===== src/rtl/tryx_axi_arbiter.sv =====
// Round-robin arbiter sharing one external periph/AXI port among NB_CORES TRYX-tagged
// request channels, with an in-order ID FIFO steering responses back to the issuing core.
module tryx_axi_arbiter #(
    parameter int unsigned NB_CORES        = 8,
    parameter int unsigned AXI_USER_WIDTH  = 4,
    parameter int unsigned MAX_OUTSTANDING = 4
) (
    input  logic                               clk_i,
    input  logic                               rst_i,

    input  logic [NB_CORES-1:0]                core_req_i,
    input  logic [NB_CORES*32-1:0]             core_add_i,
    input  logic [NB_CORES-1:0]                core_wen_i,
    input  logic [NB_CORES*32-1:0]             core_wdata_i,
    input  logic [NB_CORES*4-1:0]              core_be_i,
    input  logic [NB_CORES*AXI_USER_WIDTH-1:0] core_user_i,
    output logic [NB_CORES-1:0]                core_gnt_o,
    output logic [NB_CORES-1:0]                core_r_valid_o,
    output logic [31:0]                        core_r_rdata_o,
    output logic                               core_r_opc_o,
    output logic [NB_CORES-1:0]                axi_xresp_valid_o,
    output logic [NB_CORES-1:0]                axi_xresp_decerr_o,
    output logic [NB_CORES-1:0]                axi_xresp_slverr_o,

    output logic                               mst_req_o,
    output logic [31:0]                        mst_add_o,
    output logic                               mst_wen_o,
    output logic [31:0]                        mst_wdata_o,
    output logic [3:0]                         mst_be_o,
    output logic [AXI_USER_WIDTH-1:0]          mst_user_o,
    input  logic                               mst_gnt_i,
    input  logic                               mst_r_valid_i,
    input  logic [31:0]                        mst_r_rdata_i,
    input  logic                               mst_r_opc_i,
    input  logic                               mst_resp_decerr_i,
    input  logic                               mst_resp_slverr_i,

    output logic                               spurious_o
);

    localparam int unsigned IDX_W = $clog2(NB_CORES);
    localparam int unsigned PTR_W = (MAX_OUTSTANDING > 1) ? $clog2(MAX_OUTSTANDING) : 1;
    localparam int unsigned CNT_W = $clog2(MAX_OUTSTANDING + 1);

    logic [31:0]               add_a   [NB_CORES];
    logic [31:0]               wdata_a [NB_CORES];
    logic [3:0]                be_a    [NB_CORES];
    logic [AXI_USER_WIDTH-1:0] user_a  [NB_CORES];

    logic [IDX_W-1:0] rr_ptr_q, rr_ptr_d;
    logic             lock_q, lock_d;
    logic [IDX_W-1:0] lock_id_q, lock_id_d;
    logic [IDX_W-1:0] fifo_q [MAX_OUTSTANDING];
    logic [PTR_W-1:0] wr_ptr_q, wr_ptr_d;
    logic [PTR_W-1:0] rd_ptr_q, rd_ptr_d;
    logic [CNT_W-1:0] count_q, count_d;
    logic             spurious_q, spurious_d;

    logic [IDX_W-1:0] winner;
    logic             have_winner;
    int unsigned      cand;
    logic             handshake;
    logic             pop;
    logic [IDX_W-1:0] head;

    for (genvar g = 0; g < NB_CORES; g++) begin : g_unpack
        assign add_a[g]   = core_add_i[g*32 +: 32];
        assign wdata_a[g] = core_wdata_i[g*32 +: 32];
        assign be_a[g]    = core_be_i[g*4 +: 4];
        assign user_a[g]  = core_user_i[g*AXI_USER_WIDTH +: AXI_USER_WIDTH];
    end

    // Winner: a stalled (locked) request keeps priority, otherwise round-robin from rr_ptr_q
    always_comb begin
        winner      = '0;
        have_winner = 1'b0;
        cand        = 0;
        if (lock_q && core_req_i[lock_id_q]) begin
            winner      = lock_id_q;
            have_winner = 1'b1;
        end else begin
            for (int unsigned i = 0; i < NB_CORES; i++) begin
                cand = (32'(rr_ptr_q) + i) % NB_CORES;
                if (!have_winner && core_req_i[IDX_W'(cand)]) begin
                    winner      = IDX_W'(cand);
                    have_winner = 1'b1;
                end
            end
        end
    end

    assign mst_req_o = (|core_req_i) && (count_q < CNT_W'(MAX_OUTSTANDING));
    assign handshake = mst_req_o && mst_gnt_i;
    assign pop       = mst_r_valid_i && (count_q != '0);
    assign head      = fifo_q[rd_ptr_q];

    // Request mux toward the external port and grant steering
    always_comb begin
        mst_add_o   = '0;
        mst_wen_o   = 1'b1;
        mst_wdata_o = '0;
        mst_be_o    = '0;
        mst_user_o  = '0;
        core_gnt_o  = '0;
        if (have_winner) begin
            mst_add_o   = add_a[winner];
            mst_wen_o   = core_wen_i[winner];
            mst_wdata_o = wdata_a[winner];
            mst_be_o    = be_a[winner];
            mst_user_o  = user_a[winner];
        end
        if (handshake) begin
            core_gnt_o[winner] = 1'b1;
        end
    end

    // Response steering to the core at the FIFO head
    always_comb begin
        core_r_valid_o     = '0;
        axi_xresp_valid_o  = '0;
        axi_xresp_decerr_o = '0;
        axi_xresp_slverr_o = '0;
        if (pop) begin
            core_r_valid_o[head]     = 1'b1;
            axi_xresp_valid_o[head]  = 1'b1;
            axi_xresp_decerr_o[head] = mst_resp_decerr_i;
            axi_xresp_slverr_o[head] = mst_resp_slverr_i;
        end
    end

    assign core_r_rdata_o = mst_r_rdata_i;
    assign core_r_opc_o   = mst_r_opc_i;
    assign spurious_o     = spurious_q;

    // Next-state for arbitration pointer, lock and FIFO bookkeeping
    always_comb begin
        rr_ptr_d   = rr_ptr_q;
        lock_d     = lock_q;
        lock_id_d  = lock_id_q;
        wr_ptr_d   = wr_ptr_q;
        rd_ptr_d   = rd_ptr_q;
        count_d    = count_q;
        spurious_d = spurious_q;

        if (handshake) begin
            rr_ptr_d = (winner == IDX_W'(NB_CORES - 1)) ? '0 : winner + IDX_W'(1);
            lock_d   = 1'b0;
            wr_ptr_d = (wr_ptr_q == PTR_W'(MAX_OUTSTANDING - 1)) ? '0 : wr_ptr_q + PTR_W'(1);
        end else if (mst_req_o) begin
            lock_d    = 1'b1;
            lock_id_d = winner;
        end else if (lock_q && !core_req_i[lock_id_q]) begin
            lock_d = 1'b0;
        end

        if (pop) begin
            rd_ptr_d = (rd_ptr_q == PTR_W'(MAX_OUTSTANDING - 1)) ? '0 : rd_ptr_q + PTR_W'(1);
        end

        case ({handshake, pop})
            2'b10:   count_d = count_q + CNT_W'(1);
            2'b01:   count_d = count_q - CNT_W'(1);
            default: count_d = count_q;
        endcase

        if (mst_r_valid_i && (count_q == '0)) begin
            spurious_d = 1'b1;
        end
    end

    always_ff @(posedge clk_i) begin
        if (rst_i) begin
            rr_ptr_q   <= '0;
            lock_q     <= 1'b0;
            lock_id_q  <= '0;
            wr_ptr_q   <= '0;
            rd_ptr_q   <= '0;
            count_q    <= '0;
            spurious_q <= 1'b0;
            for (int unsigned i = 0; i < MAX_OUTSTANDING; i++) begin
                fifo_q[i] <= '0;
            end
        end else begin
            rr_ptr_q   <= rr_ptr_d;
            lock_q     <= lock_d;
            lock_id_q  <= lock_id_d;
            wr_ptr_q   <= wr_ptr_d;
            rd_ptr_q   <= rd_ptr_d;
            count_q    <= count_d;
            spurious_q <= spurious_d;
            if (handshake) begin
                fifo_q[wr_ptr_q] <= winner;
            end
        end
    end

endmodule

===== config.mk =====
export PLATFORM = sky130hd
export DESIGN_NAME = tryx_axi_arbiter
export DESIGN_NICKNAME = d
export VERILOG_FILES = /design/src/rtl/tryx_axi_arbiter.sv
export SDC_FILE = /design/constraint.sdc
export NUM_CORES = 1
export LEC_CHECK = 0
export ABC_AREA = 1
export CAP_MARGIN = 0
export CORE_AREA = 2 2 302 304
export DETAILED_ROUTE_END_ITERATION = 8
export DIE_AREA = 0 0 304 306
export GPL_TIMING_DRIVEN = 0
export PLACE_DENSITY = 0.3
export SLEW_MARGIN = 0
export SYNTH_ARGS = -nofsm -noshare
export SYNTH_HDL_FRONTEND = slang
export SYNTH_SLANG_ARGS = --single-unit

===== constraint.sdc =====
create_clock -name clk_i -period 4.4 [get_ports clk_i]
set_input_delay 0.88 -clock clk_i [delete_from_list [all_inputs] [get_ports clk_i]]
set_output_delay 0.88 -clock clk_i [all_outputs]
set_load 0.05 [all_outputs]

* After elaboration in Yosys (flattened, before gate mapping)
Memory sizes are Yosys's and may differ from the RTL's. A register that Yosys moved wholly into a read port is not among the register bits. Cells that the tools add are included.
Word-level totals: bits in registers 15, bits in writable memories 12, memories 1
Operators by class: add/sub/neg operators 12, $lt $le $gt $ge 15, eq/ne operators 5, multiplexer cells 86, bitwise gates (word level) 4, reductions and logical operators 31
Memories:
- fifo_q | depth 4, width 3, read ports 1, clocked after memory_dff 1, wr ports 4, line 53 | logic [IDX_W-1:0] fifo_q [MAX_OUTSTANDING];
Operator list (count):
- $bmux W32 S3 | 2
- $mux W32 | 6
- $lt A3 B4 Y1 const B | 11
- $mux W1 | 37
- $mux W3 | 11
- $mux W8 | 4
- $bmux W1 S3 | 10
- $bmux W4 S3 | 2
- $mux W4 | 6
- $and A8 B8 Y8 | 2
- $logic_and A1 B1 Y1 | 15
- $add A3 B3 Y3 const B | 4
- $mux W2 | 5
- $add A3 B1 Y3 const B | 3
- $logic_not A1 Y1 | 8
- $reduce_or A8 Y1 | 1
- $add A3 B2 Y3 const B | 2
- $demux W1 S3 | 2
- $eq A2 B2 Y1 const B | 3
- $ge A3 B1 Y1 const B | 2
- $pmux W3 S2 | 1
- $add A2 B1 Y2 const B | 2
- $ge A4 B4 Y1 const B | 1
- $not A3 Y4 | 1
- 11 further kinds | 12

* Logic depth before layout (Yosys ltp)
word-level depth 37, gate-level depth with buffers 26, gate-level depth less buffers 22

* Worst setup path after synthesis
OpenSTA, ideal clock, no wires.
kind register to output, start point register rr_ptr_q[0], end point output mst_add_o[5], arrival time 3397 ps, required time 3520 ps, slack 123 ps, stages on the path, launching flop included 23, buffers on the path 5, path through dfxtp_1 > buf_4 > inv_2 > buf_6 > ha_1 > buf_2 > inv_1 > nand3_1 > nand3_2 > nand2_2 > nor2_4 > nand4_4 > nor2_4 > nand3_1 > nand3_1 > nand3_4 > nand2_4 > buf_8 > buf_4 > nand2_1 > nand3_1 > nand3_1 > nor2_1
Between the ends: longest elaborated chain between the ends 37, elaborated cells between the ends (all ways) 67, classes of those cells 7 x add/sub; 45 x mux; 1 x bitwise; 14 x reduce/logical
Ends and longest elaborated chain:
- start: declaration | line 50 | logic [IDX_W-1:0] rr_ptr_q, rr_ptr_d;
- start signal: assignment | line 184 | rr_ptr_q <= rr_ptr_d;
- parallel branches: the longest is 36 deep, another holds $add A3 B1 Y3
- $mux W32 (*) | line 105 | if (have_winner) begin
- end: declaration | line 26 | output logic [31:0] mst_add_o,
Every way passes the cells marked *. The select of a mux whose other input is x is not followed.

* Worst setup path in the final report
start point register rr_ptr_q[0], end point output mst_add_o[6]
Between the ends: longest elaborated chain between the ends 37, elaborated cells between the ends (all ways) 67, classes of those cells 7 x add/sub; 45 x mux; 1 x bitwise; 14 x reduce/logical
Ends and longest elaborated chain:
- parallel branches: the longest is 30 deep, another holds $add A3 B1 Y3
- $mux W3 (*) | line 84 | if (!have_winner && core_req_i[IDX_W'(cand)]) begin
- $mux W3 (*) | line 78 | if (lock_q && core_req_i[lock_id_q]) begin
- net winner[1] | line 59 | logic [IDX_W-1:0] winner;
- $not A3 Y4 (not written as such) (*) | line 106 | mst_add_o = add_a[winner];
- $bmux W32 S3 (*) | line 106
- $mux W32 (not written as such) (*) (2 in a row) | line 106
- $mux W32 (*) | line 105
Mark *: on every way through the listed nets, which the timed path passes. The select of a mux whose other input is x is not followed.

==> impl_metrics.py <==
metrics = {
    "worst_hold_path": {
        "hp-start": "spurious_o",
        "hold_path.class": "reg -> reg",
    },
    "finish": {
        "finalNetCount": 3107,
        "drive_gt1_share_pct": 28.2,
        "syn2layout_area_growth_pct": 172,
        "final_common_cell": "nand2_1",
        "final_cell_mix": "nand2_1 (661), clkdlybuf4s50_1 (656), nand3_1 (235), nand3_2 (122), buf_4 (95)",
    },
    "outcome": {
        "run_status": "finished, violations left",
        "violations": "negative setup slack",
    },
    "clocking": {
        "cts_inserted_buffers": 5,
        "cts_tree": "done",
        "cts_sinks": 29,
        "clk_pin_slew_ps": 50,
        "htreeDepth": 2,
        "ctsHoldBuffers": 0,
        "cts_buffer_depth": 2,
        "cts-root-buf": "clkbuf_16",
        "insertion_delay_ps": 270,
    },
    "setup_path": {
        "cp-end-kind": "output port",
        "crit_arrival_ps": 3680,
        "cp.required_ps": 3520,
        "rr_startpoint": "rr_ptr_q[0]",
        "crit_fanout": 8,
        "startpoint_type": "register",
        "crit_type": "reg -> out",
        "cp-startpoint": "rr_ptr_q[0]",
    },
    "yosys": {
        "ys_async_sr_fraction_pct": 0,
        "netlist_area_mm2": 0.00801,
        "synth_ff_type": "dfxtp_1",
        "yosysSeqAreaShare_pct": 8.75,
        "syn_inst": 1612,
        "yosysWarningCount": 0,
        "yosysUniqueCellTypes": 44,
        "synth_top_area_share_pct": 34.9,
        "synth_nets": 2251,
        "synth_area_per_cell_um2": 4.97,
        "ys_seq_elements": 29,
        "synth_edf_count": 12,
        "synth_top_area_cell": "nand2_1",
        "synth.area.top_cells": "nand2_1 (35%), nand3_1 (24%), nor2_1 (6.9%)",
    },
    "global_route": {
        "grt_max_degree": 11,
        "grt_overflow_total": 0,
        "grt_pass1_vias": 15160,
        "grt_usage_pct": 20.5,
        "grt_pass1_wl_um": 131000,
        "antenna_found_initial": 26,
    },
    "floorplan": {
        "rows": 110,
        "die_area_mm2": 0.0930,
        "boundaryPins": 779,
        "fp.dieW_um": 304,
        "core_mm2": 0.0896,
        "die_h_um": 306,
        "start_util_pct": 8.94,
    },
    "sta": {
        "setup_viol": 75,
        "fin_crit_sh_pct": 104,
        "slew_headroom_pct": 26.3,
        "fin_crit_ps": 4560,
        "final_max_slew_viol_count": 0,
        "skew_ps": 5.72,
        "fmax_mhz": 219,
        "rsz0062_at_grt": "true",
        "final_hold_viol_count": 0,
        "worst_slew_pin_slew_ps": 1110,
        "fin_ws_ps": -163,
    },
    "drt": {
        "wl_per_cell_um": 28.2,
        "viasPerCell": 4.02,
        "drt_iter0_markers": 863,
        "post-route-drc-count": 0,
        "dr.pass1.iters": 7,
        "ant_nets": 0,
        "vias": 14690,
        "route.final.wire_length_um": 103000,
    },
    "job": {
        "cap_violations": 0,
    },
    "placed_design": {
        "gp_congestion": 0.905,
        "dp_hpwl_um": 79300,
        "port_buffers": 745,
        "place_ws_ps": -2350,
    },
}
-- worst max-delay path, cell delays in order (launching register included) --
cell and delay, ps:
dfxtp_2 340, buf_6 110, inv_4 30, buf_8 120
ha_4 350, nand3_4 100, nand3_4 120, nand2_4 70
nor2_4 160, nand4_4 140, nor2_4 170, buf_6 120
nand4_1 110, nand2_2 130, nor2_4 50, nor2_4 130
buf_6 120, nor2_4 40, buf_12 150, buf_16 170
nand3_4 80, nand2_4 70, nor2_4 290, buf_8 190
-- routing by layer --
metal	track usage, %	part of all wire, %	wire length [um]	up-vias
met4	2.92	2.4	2460	16
li1	-	-	-	6888
met3	4.20	6.0	6170	117
met2	37.5	51	52100	614
met5	0	0.094	97	-
met1	24.9	41	42300	7055
-- per-stage QoR --
stage                     utilization (%)  setup TNS [ps]  area [um^2]  hold WS (ps)  instances
after floorplan                         -               0         8010           443       1612
after global placement               18.9         -137830        16900           449       3533
after detailed placement             18.9         -137950        16900           453       3533
after CTS                            22.1          -13040        19800           460       3614
after global routing                 24.3          -20330        21800           483       3647
final                                24.3           -6710        21800           454       3654
-- cell usage after synthesis, types with 2 or more instances --
cell and n:
nand2_1 745, nand3_1 386, nor2_1 147, inv_1 60, buf_2 56, buf_4 56
buf_6 30, o21ai_0 18, dfxtp_1 17, a21oi_1 12, edfxtp_1 12, ha_1 7
nand3_2 7, clkbuf_1 6, nand2_2 6, inv_2 4, nand4_1 4, nor3_1 4
a31oi_1 3, nor2_4 3, a32oi_1 2, nand3b_1 2, nor4_1 2, o221ai_1 2
xnor2_1 2
-- sequential cells by signal, indices dropped and copies added (netlist names), named ones only --
register and count:
fifo_q 12, lock_q 1, spurious_o 1, rd_ptr_q 2
lock_id_q 3, rr_ptr_q 3, count_q 3, wr_ptr_q 2
-- cells by family after synthesis --
family / count (synthesis) / share of synthesized area, %
adder cells (fa/ha/maj): 8 / 1.34
AND/OR/NAND/NOR: 1313 / 69.6
flip-flops: 29 / 8.75
XOR/XNOR: 4 / 0.531
buffers and inverters: 215 / 16.6
AO/OA/AOI/OAI: 43 / 3.19
-- final cells by class --
| type | instances | area, um^2 |
|---|---|---|
| fill | 10036 | 67800 |
| timing repair buffer | 852 | 9320 |
| multi-input combinational | 1369 | 7820 |
| buffer | 146 | 2050 |
| tap | 1176 | 1470 |
| sequential | 29 | 706 |
| inverter | 65 | 289 |
| clock buffer | 7 | 133 |
| antenna | 9 | 22.5 |
| clock inverter | 1 | 3.75 |
-- worst paths after layout --
path | to | slack, ps | cells past startpoint
setup reg to reg | rr_ptr_q[0] | 680 | 23
hold / removal | spurious_o | 450 | 2
setup / recovery | mst_add_o[6] | -160 | 23
hold reg to reg | spurious_o | 450 | 2
-- what timing repair did --
| item | in CTS | in global routing |
|---|---|---|
| buffers inserted | 57 | 21 |
| gates resized for setup | 991 | 370 |
| endpoints found under the setup margin | 81 | 81 |
| gates cloned | 17 | 17 |
| pin swaps | 52 | 102 |
Power is left out: the tool's default activity adds up to more than one toggle a clock period on the data nets, which glitch-free logic cannot reach.
